===== src/rtl/fma_sched.sv =====
// rtl/fma_sched.sv - FMA pipe scheduler: adder/writeback-port reservation, wakeup and writeback tags.
// Define FMA_SCHED_FLUSH_EN to build the redirect kill of younger in-flight ops.
module fma_sched #(
  parameter int MUL_LAT    = 3,
  parameter int ADD_LAT    = 2,
  parameter int WAKE_AHEAD = 1,
  parameter int PREG_W     = 7,
  parameter int ROB_W      = 7
) (
  input  logic              clk,
  input  logic              rst,
  input  logic              in_valid,
  input  logic [1:0]        in_op,
  input  logic [PREG_W-1:0] in_rd,
  input  logic [ROB_W-1:0]  in_rob,
  output logic              in_ready,
  output logic              mul_start,
  output logic              add_start,
  output logic              add_fma,
  output logic              wakeup_valid,
  output logic [PREG_W-1:0] wakeup_rd,
  output logic              wb_valid,
  output logic [PREG_W-1:0] wb_rd,
  output logic [ROB_W-1:0]  wb_rob,
  output logic              wb_from_mul,
  input  logic              flush_en,
  input  logic [ROB_W-1:0]  flush_rob
);
  localparam int D  = MUL_LAT + ADD_LAT;
  localparam int LW = $clog2(D + 1);

  localparam logic [1:0] OP_ADD  = 2'd0;
  localparam logic [1:0] OP_MUL  = 2'd1;
  localparam logic [1:0] OP_MADD = 2'd2;
  localparam logic [1:0] OP_RSVD = 2'd3;

  typedef struct packed {
    logic              v;
    logic [PREG_W-1:0] rd;
    logic [ROB_W-1:0]  rob;
    logic              from_mul;
  } slot_t;

  slot_t              slot   [0:D];
  slot_t              slot_n [0:D];
  logic [MUL_LAT-1:0] fma_pend;
  logic [MUL_LAT-1:0] fma_pend_n;
  logic [LW-1:0]      lat;
  logic               issue;
  logic               issue_keep;

`ifdef FMA_SCHED_FLUSH_EN
  logic [ROB_W-1:0] pend_rob   [0:MUL_LAT-1];
  logic [ROB_W-1:0] pend_rob_n [0:MUL_LAT-1];

  // The MSB is a wrap flag: equal flags compare indices directly, differing flags invert the order.
  function automatic logic younger(input logic [ROB_W-1:0] a, input logic [ROB_W-1:0] b);
    if (a[ROB_W-1] == b[ROB_W-1]) return a[ROB_W-2:0] > b[ROB_W-2:0];
    return a[ROB_W-2:0] < b[ROB_W-2:0];
  endfunction

  assign issue_keep = issue && !(flush_en && younger(in_rob, flush_rob));
`else
  logic unused_flush;
  assign unused_flush = ^{flush_en, flush_rob};
  assign issue_keep   = issue;
`endif

  always_comb begin
    case (in_op)
      OP_ADD:  lat = LW'(ADD_LAT);
      OP_MUL:  lat = LW'(MUL_LAT);
      default: lat = LW'(D);
    endcase
    in_ready = (in_op != OP_RSVD) && !slot[lat].v && !(in_op == OP_ADD && fma_pend[0]);
  end

  assign issue     = in_valid && in_ready;
  assign mul_start = issue && (in_op == OP_MUL || in_op == OP_MADD);
  assign add_start = (issue && in_op == OP_ADD) || fma_pend[0];
  assign add_fma   = fma_pend[0];

  assign wb_valid     = slot[0].v;
  assign wb_rd        = slot[0].rd;
  assign wb_rob       = slot[0].rob;
  assign wb_from_mul  = slot[0].from_mul;
  assign wakeup_valid = slot[WAKE_AHEAD].v;
  assign wakeup_rd    = slot[WAKE_AHEAD].rd;

  // Ring shifts first; the new op lands in slot[L-1] on top of the shifted contents.
  always_comb begin
    for (int k = 0; k < D; k++) begin
      slot_n[k] = slot[k+1];
`ifdef FMA_SCHED_FLUSH_EN
      if (flush_en && younger(slot[k+1].rob, flush_rob)) slot_n[k].v = 1'b0;
`endif
    end
    slot_n[D] = '0;
    if (issue_keep)
      slot_n[lat - 1'b1] = '{v: 1'b1, rd: in_rd, rob: in_rob, from_mul: (in_op == OP_MUL)};
  end

  always_comb begin
    fma_pend_n = '0;
`ifdef FMA_SCHED_FLUSH_EN
    for (int k = 0; k < MUL_LAT; k++) pend_rob_n[k] = '0;
`endif
    for (int k = 0; k < MUL_LAT - 1; k++) begin
      fma_pend_n[k] = fma_pend[k+1];
`ifdef FMA_SCHED_FLUSH_EN
      pend_rob_n[k] = pend_rob[k+1];
      if (flush_en && younger(pend_rob[k+1], flush_rob)) fma_pend_n[k] = 1'b0;
`endif
    end
    if (issue_keep && in_op == OP_MADD) begin
      fma_pend_n[MUL_LAT-1] = 1'b1;
`ifdef FMA_SCHED_FLUSH_EN
      pend_rob_n[MUL_LAT-1] = in_rob;
`endif
    end
  end

  always_ff @(posedge clk) begin
    if (!rst) begin
      for (int k = 0; k <= D; k++) slot[k] <= '0;
      fma_pend <= '0;
`ifdef FMA_SCHED_FLUSH_EN
      for (int k = 0; k < MUL_LAT; k++) pend_rob[k] <= '0;
`endif
    end else begin
      slot     <= slot_n;
      fma_pend <= fma_pend_n;
`ifdef FMA_SCHED_FLUSH_EN
      pend_rob <= pend_rob_n;
`endif
    end
  end
endmodule


===== config.mk =====
export PLATFORM = sky130hd
export DESIGN_NAME = fma_sched
export DESIGN_NICKNAME = d
export VERILOG_FILES = /design/src/rtl/fma_sched.sv
export SDC_FILE = /design/constraint.sdc
export NUM_CORES = 1
export LEC_CHECK = 0
export BUFFER_PORTS_ARGS = -buffer_cell sky130_fd_sc_hd__buf_2
export CAP_MARGIN = 30
export CORE_MARGIN = 4
export CORE_UTILIZATION = 35
export DETAILED_ROUTE_END_ITERATION = 10
export PLACE_DENSITY = 0.51
export REMOVE_ABC_BUFFERS = 1
export SETUP_SLACK_MARGIN = 0.1
export SYNTH_ARGS = -nofsm -noshare
export SYNTH_HDL_FRONTEND = slang
export SYNTH_SLANG_ARGS = --single-unit

===== constraint.sdc =====
create_clock -name clk -period 3.58 [get_ports clk]
set_input_delay 0.179 -clock clk [delete_from_list [all_inputs] [get_ports clk]]
set_output_delay 0.179 -clock clk [all_outputs]
set_load 0.03 [all_outputs]

==> impl_results.md <==
* Cell Rows at 36
* CTS sink cnt at 99
* Die area at 11700 um2
* GRT Total Usage at 0.113
* H-tree level count at 3
* CP required at 3.40 ns
* Dpl cells at 496
* Port Buffers at 46
* Worst Path Max Fanout at 17
* Final Hold Vio Count at 0
* Unrepaired setup endpoints after global routing: false
* CP Launch Type: flip-flop
* First-pass GRT wire length at around 10 mm
* Fill cells at a little under 1000
* CP max stage delay at 0.82 ns
* Setup tns final at 0 ns
* Avg Cell Area, Syn at 10.3 um2
* Reg area at 1980 um2
* Worst R2R Path Depth at 3
* Via Count at ~2200
* Critical setup path kind: flip-flop to primary output
* Number of buffers added for setup after CTS at 0
* GRT overflow at 0
* Hold_ws at approximately 0.096 ns
* Fin util at 0.399
* Outcome: complete, no violations
* Tot Pwr at 2.08 mW
* ANT nets after route at 0
* Final Cycle Share at 0.591
* Final min period at ~2.1 ns
* RD Place Congestion at 0.759
* Reg clk slew, reported paths at about 0.09 ns
* CORE AREA at 9770 um2
* Peak VDD IR at 0.149 mV
* Synthesized instance count at 341
* N_diodes at 0
* Hold_buf cts at 0
* Synth warn at 0
* Critical Path Sink Type: primary output
* Fin worst setup slack at 1.47 ns
* Fraction of power consumed by sequential logic at 0.558
* CTS root buf: clkbuf_8
* CP Cell Sequence: nor4b_4, a21o_1, buf_2
* Worst clock skew at ~0.007 ns
* Clock Tree Buf Depth at 2
* Resized Gates After CTS at 0
* Placed cell area at 3690 um2
* Routed len/inst at 11.7 um
* Mapped Area at around 3500 um2
* Syn-to-layout area delta at 11.3%
* R2r endpoint: slot[53]
* CP arrival at 1.94 ns
* Area of the multi-input gates at 1270 um2
* Detailed Routing Iterations Pass 1 at 4
* Relative slew slack at 0.348
* Max Slew Vio Count at 0
* TritonCTS Buffers at 9
* DR DRC count at 0
* Via density at between 4 and 5
* Final Instance Count excl. Fillers at just over 500
* R2r setup slk at 1.77 ns
* Register area share after synthesis at 0.566
* Layout cells sized above 1 at 0.211
* Final non-filler cell area at 3900 um2
* Internal at 1.60 mW
* CTS tree: yes
* Final setup vio count at 0
* P_sw at 0.482 mW
* HP Start: in_rob[6]
* Yosys cell types at 29
* Seq cells post-synth at 99
* HP Class: primary input to flip-flop
* Post-DP HPWL at 3.96 mm
* Nets@finish at a little over 400
* Worst hold stages at 3
* Largest net degree at the start of global routing at 69
* Critical path's slowest cell: nor4b_4
* Worst R2R Start: fma_pend[0]
* Pwr dens at 534 nW/um2
* Sw Ratio at 0.231
* Clk pwr share at 0.359
* Die width at 108 um
* Initial Util at 0.359
* Commonest non-fill, non-tap cells in the layout: 99 x dfxtp_1, 46 x buf_2, 34 x and2_1
* Number of global-route vias before repair at 2131
* Clock Latency Late Sink at ~0.35 ns
* Starting DRC count in detailed routing at 125
* Share of power burned in combinational logic at 0.083
* Fmax at about 470 MHz
* Initial antenna violation count at 0
* LEAKAGE at 1.63 nW
* # IOs at 55
* Most common cell after layout, fill and taps aside: dfxtp_1
* Endpoint of the worst hold path: slot[55]
* Worst-margin pin slew at between 0.9 and 1 ns
* Total wire length at 6.01 mm
* Die Y at 108 um
* Maxcap violations at 0
* Pre-CTS setup slack at about 1.4 ns
## metal layers
| metal | wire length, um | track usage |
|---|---|---|
| met4 | 130 | 0.0649 |
| met2 | 2730 | 0.175 |
| met5 | 0 | 0 |
| met1 | 2930 | 0.147 |
| met3 | 213 | 0.0203 |
## synthesized netlist by cell type
cell type | instances | share of area
nand2_1 | 30 | 0.032
nand3_1 | 29 | 0.041
o2111ai_1 | 1 | 0.0025
mux2i_1 | 15 | 0.043
and2_1 | 34 | 0.061
ha_1 | 5 | 0.018
a21oi_1 | 30 | 0.043
nor4b_4 | 2 | 0.014
nor2_1 | 6 | 0.0064
a21o_1 | 1 | 0.0021
or2_2 | 1 | 0.0018
o21ai_2 | 11 | 0.027
and4_1 | 1 | 0.0025
o21a_1 | 3 | 0.0064
inv_1 | 5 | 0.0054
buf_6 | 5 | 0.016
o211ai_1 | 1 | 0.0021
conb_1 | 1 | 0.0011
or4b_4 | 2 | 0.0079
clkbuf_1 | 10 | 0.011
o21ai_1 | 10 | 0.014
buf_1 | 1 | 0.0011
nor2b_1 | 1 | 0.0018
buf_2 | 2 | 0.0029
o21ai_0 | 9 | 0.013
buf_4 | 24 | 0.051
mux2_4 | 1 | 0.0043
dfxtp_1 | 99 | 0.57
nand3b_1 | 1 | 0.0021
## power by group through the flow
stage               sequential [mW]  combinational, mW  clock [mW]
floorplan                      1.20             0.0968           0
global placement               1.19              0.173           0
detailed placement             1.19              0.174           0
CTS                            1.16              0.175       0.770
global route                   1.17              0.194       0.817
finish                         1.16              0.173       0.747
## kinds of logic (layout without fill, tap and decap cells)
logic type               after synthesis  after routing  share of synthesized area
buffers and inverters                 47             70                     0.0875
AO/OA/AOI/OAI                         66             66                      0.111
adder cells (fa/ha/maj)                5              5                     0.0179
AND/OR/NAND/NOR                      107            107                      0.170
other                                  1             16                    0.00107
multiplexers                          16             16                     0.0471
flip-flops                            99             99                      0.566
## cell type report
type	count	area share
Sequential cell	99	0.508
Tap cell	133	0.0427
Clock buffer	11	0.0337
Multi-Input combinational cell	210	0.326
Clock inverter	5	0.0199
Timing Repair Buffer	49	0.0648
Inverter	5	0.00481
## critical path: cells and delay by family (launching register included)
kind                   cells  cell delay, ns
DFF                        1            0.37
and+or+nand+nor            1            0.82
buffers and inverters      1            0.19
AOI/OAI and AO/OA          1            0.21
## how the worst max path moves through the flow
stage	from	to	slack [ns]	cells after the start
2_1_floorplan	in_op[0]	mul_start	1.53	5
3_3_place_gp	in_op[0]	slot[51]	1.47	7
3_5_place_dp	in_op[0]	slot[53]	1.39	7
4_1_cts	slot[63]	add_start	1.44	3
5_1_grt	slot[63]	add_start	1.32	3
6_report	slot[63]	add_start	1.47	3
## flip-flops by register name, summed over array words and instances (netlist names)
signal	cells
wb_valid	1
wakeup_rd	7
wakeup_valid	1
slot	72
wb_rob	7
wb_from_mul	1
wb_rd	7
fma_pend	3
(Power assumes the default switching activity.)
